==> config.mk <==
export PLATFORM = sky130hd
export DESIGN_NAME = fire_command_sequencer
export DESIGN_NICKNAME = d
export VERILOG_FILES = /design/src/rtl/fire_seq_pkg.sv /design/src/rtl/fire_seq_timer.sv /design/src/rtl/fire_command_sequencer.sv
export SDC_FILE = /design/constraint.sdc
export NUM_CORES = 1
export LEC_CHECK = 0
export ABC_CLOCK_PERIOD_IN_PS = 3900
export BUFFER_PORTS_ARGS = -buffer_cell sky130_fd_sc_hd__buf_2
export CORE_MARGIN = 2
export CORE_UTILIZATION = 55
export DETAILED_ROUTE_END_ITERATION = 8
export HOLD_SLACK_MARGIN = 0.15
export PLACE_DENSITY = 0.8
export SYNTH_ARGS = -nofsm -noshare
export SYNTH_HDL_FRONTEND = slang
export SYNTH_SLANG_ARGS = --single-unit
==> constraint.sdc <==
create_clock -name clk -period 3.9 [get_ports clk]
set_input_delay 0.78 -clock clk [delete_from_list [all_inputs] [get_ports clk]]
set_output_delay 0.78 -clock clk [all_outputs]
set_load 0.005 [all_outputs]
==> src/rtl/fire_seq_pkg.sv <==
// Shared definitions for the fire command sequencer: state encoding (also
// consumed by the telemetry logger) and default timing constants.
package fire_seq_pkg;

  typedef enum logic [2:0] {
    ST_IDLE     = 3'd0,
    ST_ARMED    = 3'd1,
    ST_FIRING   = 3'd2,
    ST_COOLDOWN = 3'd3,
    ST_FAULT    = 3'd4
  } fire_state_e;

  localparam int DEF_CONFIRM_WINDOW = 16;
  localparam int DEF_ACK_TIMEOUT    = 32;
  localparam int DEF_COOLDOWN       = 64;
  localparam int DEF_MAG_CAPACITY   = 8;

  function automatic int max3(input int a, input int b, input int c);
    int m;
    m = (a > b) ? a : b;
    return (m > c) ? m : c;
  endfunction

endpackage

==> src/rtl/fire_seq_timer.sv <==
// Loadable down-counter shared by all timed states of the fire sequencer.
module fire_seq_timer #(
  parameter int WIDTH = 7
) (
  input  logic             clk,
  input  logic             rst_n,
  input  logic             load,
  input  logic [WIDTH-1:0] load_val,
  input  logic             dec,
  output logic [WIDTH-1:0] count,
  output logic             zero
);

  always_ff @(posedge clk or negedge rst_n) begin
    if (!rst_n) begin
      count <= '0;
    end else if (load) begin
      count <= load_val;
    end else if (dec && (count != '0)) begin
      count <= count - WIDTH'(1);
    end
  end

  assign zero = (count == '0);

endmodule

==> src/rtl/fire_command_sequencer.sv <==
// Operator-confirmed fire sequencer: arms on an authorization pulse, drives the
// actuator req/ack handshake, tracks the magazine and latches protocol faults.
//
// state    | meaning
// ---------+------------------------------------------------------------
// IDLE     | waiting for enable_fire; reload accepted
// ARMED    | confirm window open, timer counts the remaining window
// FIRING   | act_req high, timer counts the remaining ack budget
// COOLDOWN | post-shot hold-off, timer counts the remaining cooldown
// FAULT    | sticky fault; needs fault_clear with act_ack low
module fire_command_sequencer
  import fire_seq_pkg::*;
#(
  parameter int CONFIRM_WINDOW = DEF_CONFIRM_WINDOW,
  parameter int ACK_TIMEOUT    = DEF_ACK_TIMEOUT,
  parameter int COOLDOWN       = DEF_COOLDOWN,
  parameter int MAG_CAPACITY   = DEF_MAG_CAPACITY,
  localparam int RW            = $clog2(MAG_CAPACITY + 1)
) (
  input  logic          clk,
  input  logic          rst_n,
  input  logic          enable_fire,
  input  logic          operator_confirm,
  input  logic          manual_lock,
  input  logic          abort_req,
  output logic          act_req,
  input  logic          act_ack,
  input  logic          reload,
  input  logic          fault_clear,
  output logic [RW-1:0] rounds_left,
  output logic          busy,
  output logic          fault,
  output logic [2:0]    seq_state
);

  localparam logic [2:0] S_IDLE     = ST_IDLE;
  localparam logic [2:0] S_ARMED    = ST_ARMED;
  localparam logic [2:0] S_FIRING   = ST_FIRING;
  localparam logic [2:0] S_COOLDOWN = ST_COOLDOWN;
  localparam logic [2:0] S_FAULT    = ST_FAULT;

  localparam int TMAX = max3(CONFIRM_WINDOW, ACK_TIMEOUT, COOLDOWN);
  localparam int TW   = $clog2(TMAX + 1);

  localparam logic [TW-1:0] T_CONFIRM  = TW'(CONFIRM_WINDOW - 1);
  localparam logic [TW-1:0] T_ACK      = TW'(ACK_TIMEOUT - 1);
  localparam logic [TW-1:0] T_COOLDOWN = TW'(COOLDOWN - 1);
  localparam logic [RW-1:0] FULL_MAG   = RW'(MAG_CAPACITY);

  logic [2:0]    state_q, state_nxt;
  logic [RW-1:0] rounds_q, rounds_nxt;
  logic          act_req_q;
  logic          tmr_load, tmr_dec, tmr_zero;
  logic [TW-1:0] tmr_val, tmr_count;

  fire_seq_timer #(
    .WIDTH (TW)
  ) u_timer (
    .clk      (clk),
    .rst_n    (rst_n),
    .load     (tmr_load),
    .load_val (tmr_val),
    .dec      (tmr_dec),
    .count    (tmr_count),
    .zero     (tmr_zero)
  );

  always_comb begin
    state_nxt  = state_q;
    rounds_nxt = rounds_q;
    tmr_load   = 1'b0;
    tmr_val    = '0;
    tmr_dec    = 1'b0;
    case (state_q)
      S_IDLE: begin
        if (act_ack) begin
          state_nxt = S_FAULT;
        end else begin
          if (reload) rounds_nxt = FULL_MAG;
          if (enable_fire && (rounds_q != '0) && !manual_lock && !abort_req) begin
            state_nxt = S_ARMED;
            tmr_load  = 1'b1;
            tmr_val   = T_CONFIRM;
          end
        end
      end
      S_ARMED: begin
        if (act_ack) begin
          state_nxt = S_FAULT;
        end else if (manual_lock || abort_req) begin
          state_nxt = S_IDLE;
        end else if (operator_confirm) begin
          state_nxt = S_FIRING;
          tmr_load  = 1'b1;
          tmr_val   = T_ACK;
        end else if (tmr_zero) begin
          state_nxt = S_IDLE;
        end else begin
          tmr_dec = 1'b1;
        end
      end
      // Lock/abort are deliberately not looked at: req must not drop before ack.
      S_FIRING: begin
        if (act_ack) begin
          state_nxt = S_COOLDOWN;
          tmr_load  = 1'b1;
          tmr_val   = T_COOLDOWN;
          if (rounds_q != '0) rounds_nxt = rounds_q - RW'(1);
        end else if (tmr_zero) begin
          state_nxt = S_FAULT;
        end else begin
          tmr_dec = 1'b1;
        end
      end
      S_COOLDOWN: begin
        if (act_ack) begin
          state_nxt = S_FAULT;
        end else if (tmr_zero) begin
          state_nxt = S_IDLE;
        end else begin
          tmr_dec = 1'b1;
        end
      end
      S_FAULT: begin
        if (reload) rounds_nxt = FULL_MAG;
        if (fault_clear && !act_ack) state_nxt = S_IDLE;
      end
      default: begin
        state_nxt = S_FAULT;
      end
    endcase
  end

  always_ff @(posedge clk or negedge rst_n) begin
    if (!rst_n) begin
      state_q   <= S_IDLE;
      rounds_q  <= FULL_MAG;
      act_req_q <= 1'b0;
    end else begin
      state_q   <= state_nxt;
      rounds_q  <= rounds_nxt;
      act_req_q <= (state_nxt == S_FIRING);
    end
  end

  assign act_req     = act_req_q;
  assign rounds_left = rounds_q;
  assign busy        = (state_q != S_IDLE);
  assign fault       = (state_q == S_FAULT);
  assign seq_state   = state_q;

endmodule

==> results.txt <==
status = completed
GPL Wtd Cong = 0.811
antenna fix cells = 0
# DRC = 0
Buf/Inv on CP = 1
fraction of layout cells with a size suffix above 1 = 0.258
Iteration-0 DRC Markers = 16
H-tree depth = 1
TritonCTS Sinks = 15
vias per cell = 5.88
pwr dens = 299 mW/mm^2
Hold Vio Cnt, Final = 0
first-pass GRT wire length = 3280 um
Post-CTS Hold Buffers = 0
fin crit period = 2.08 ns
overall power = 0.312 mW
syn_area_per_cell = 9.17 um^2
Total Wirelength = 1880 um
# IOs = 19
Worst-path clk slew = 0.09 ns
Slowest-stage cell, CP = dfrtp_1
Die Wd = 44.8 um
nets@finish = 133
Worst-Margin Slew = 0.348 ns
unrepaired setup endpoints after global routing = no
Lkg Pwr = 0.488 nW
Arrival @ worst endpoint = 1.30 ns
Critical Path End Type = output port
Rel. slew slack = 0.768
area fraction of the dominant cell type after synthesis = 0.382
crit-path cells = or3_1 > buf_2
synth top area cells = dfrtp_1, nand2_1, ha_1
min-delay worst type = in -> async
non-filler cells, final = 136
MaxCap Viol Count = 0
top cell type by total area after synthesis = dfrtp_1
setup TNS = 0 ns
Worst Setup Start Kind = flop
via count = 799
WS Path Type = reg -> out
Initial Util = 0.595
vias in the first global route = 773
top achievable clock speed = 0.481 GHz
die area = 0.00201 mm^2
TritonCTS Buffers = 3
Root Driver = clkbuf_4
total global routing overflow = 0
WL per Instance = 13.8 um
CTS tree = built
number of setup violations in the final report = 0
asr flop ratio synth = 1.00
Max Slew Vio Count = 0
CP max stage delay = 0.51 ns
CP max FO = 13
Bufs on Longest Clock Path = 2
Req. time, crit path = 3.12 ns
Row Count = 14
post-synthesis sequential area ratio = 0.411
Mapped Cells = 100
core footprint = 0.00154 mm^2
antenna-violating nets left = 0
netlist area before placement = 917 um^2
placed cell count = 132
Net Count, Synth = 112
Ys Warns = 0
Min Hold Slack = 0.387 ns
PortBufs = 18
Die Y = 44.8 um
total track usage = 0.218
maximum VDD drop = 0.236 mV
ys flop type = dfrtp_1
Detail Placement HPWL = 1470 um
Distinct cells, synth = 41
post-CTS resize count = 0
crit-path leading delay family = flip-flops
largest net degree at the start of global routing = 16
#FFs+latches synth = 15
Clock Latency Late Sink = 0.28 ns
Final Skew = 0.00661 ns
antenna violations before repair = 0
area grow syn2layout = 13.8%
EDFF count, synth = 0
setup bufs post-CTS = 0
drt pass-1 iters = 4
final period utilization = 0.533
logic make-up after synthesis:
logic type      Yosys count  synth area share
xor+xnor                  4            0.0382
fa+ha+maj                 3            0.0409
compound gates           21             0.166
flops                    15             0.411
simple gates             46             0.280
mux                       2            0.0232
buf+inv                   9            0.0409
synthesized netlist by cell type, types with 2 or more instances:
master,instances
dfrtp_1,14
nor3_1,2
nor2b_1,3
nor4_1,2
nor2_1,9
inv_1,7
nand3_1,3
xnor2_1,3
ha_1,3
a21boi_0,2
or3_1,3
o21ai_0,4
o211ai_1,2
a21oi_1,4
nand2b_1,2
nand2_1,12
stage by stage:
step	util	setup WS [ns]	area, um^2
global placement	0.659	1.73	1020
detailed placement	0.659	1.69	1020
finish	0.677	1.82	1040
global route	0.677	1.76	1040
floorplan	-	1.88	917
CTS	0.677	1.81	1040
power breakdown:
group	switching (mW)	total, mW	leakage, nW	internal, mW
registers	0.0135	0.179	0.188	0.166
logic	0.0250	0.0465	0.282	0.0215
clock network	0.0484	0.0864	0.0177	0.0379
total	0.0869	0.312	0.488	0.225
per-layer routing:
layer | GRT usage | vias to the layer above | wire length, um
met4 | 0.0706 | 0 | 9
met1 | 0.289 | 387 | 858
li1 | - | 395 | -
met5 | 0 | - | 0
met2 | 0.374 | 15 | 943
met3 | 0.0240 | 2 | 71
layout by cell type (no fill, tap or decap), drive strengths merged, types with 3 or more instances in the layout:
cell	count
o21ai	4
buf	18
clkbuf	3
dfrtp	14
inv	7
nand2	12
ha	3
or3	5
nor4	3
nor2b	3
xnor2	3
a21oi	5
nor2	9
nor3	3
nand3	3
cell type report:
class / count / area [um^2]
flip-flops and latches: 15 / 377
fillers: 135 / 498
clock buffers: 3 / 22.5
repair buffers: 18 / 90.1
multi-input cells: 76 / 503
inverters: 7 / 26.3
clock inverters: 1 / 5.00
well taps: 16 / 20.0
flip-flops by register name, indices dropped and copies added, names as in the netlist:
name and flops:
act_req 1, rounds_left 4, seq_state 3, u_timer.count 7
final timing paths:
kind,from,to,cells past startpoint,slack (ns)
max in group asynchronous,rst_n,rounds_left[3]$_DFFE_PN1P_,1,3.21
hold reg to reg,u_timer.count[6]$_DFFE_PN0P_,u_timer.count[6]$_DFFE_PN0P_,1,0.55
hold / removal,rst_n,act_req$_DFF_PN0_,1,0.39
setup reg to reg,u_timer.count[0]$_DFFE_PN0P_,u_timer.count[5]$_DFFE_PN0P_,6,1.86
setup / recovery,seq_state[2]$_DFF_PN0_,busy,2,1.82
min in group clk,u_timer.count[6]$_DFFE_PN0P_,u_timer.count[6]$_DFFE_PN0P_,1,0.55
worst register-to-register path, stage by stage (launching register included):
cell	delay (ns)
dfrtp_1	0.39
inv_1	0.08
ha_1	0.26
a31o_4	0.26
or3_4	0.40
nor4_2	0.16
mux2_2	0.36
Note: power is estimated with default switching activity, not from simulation.
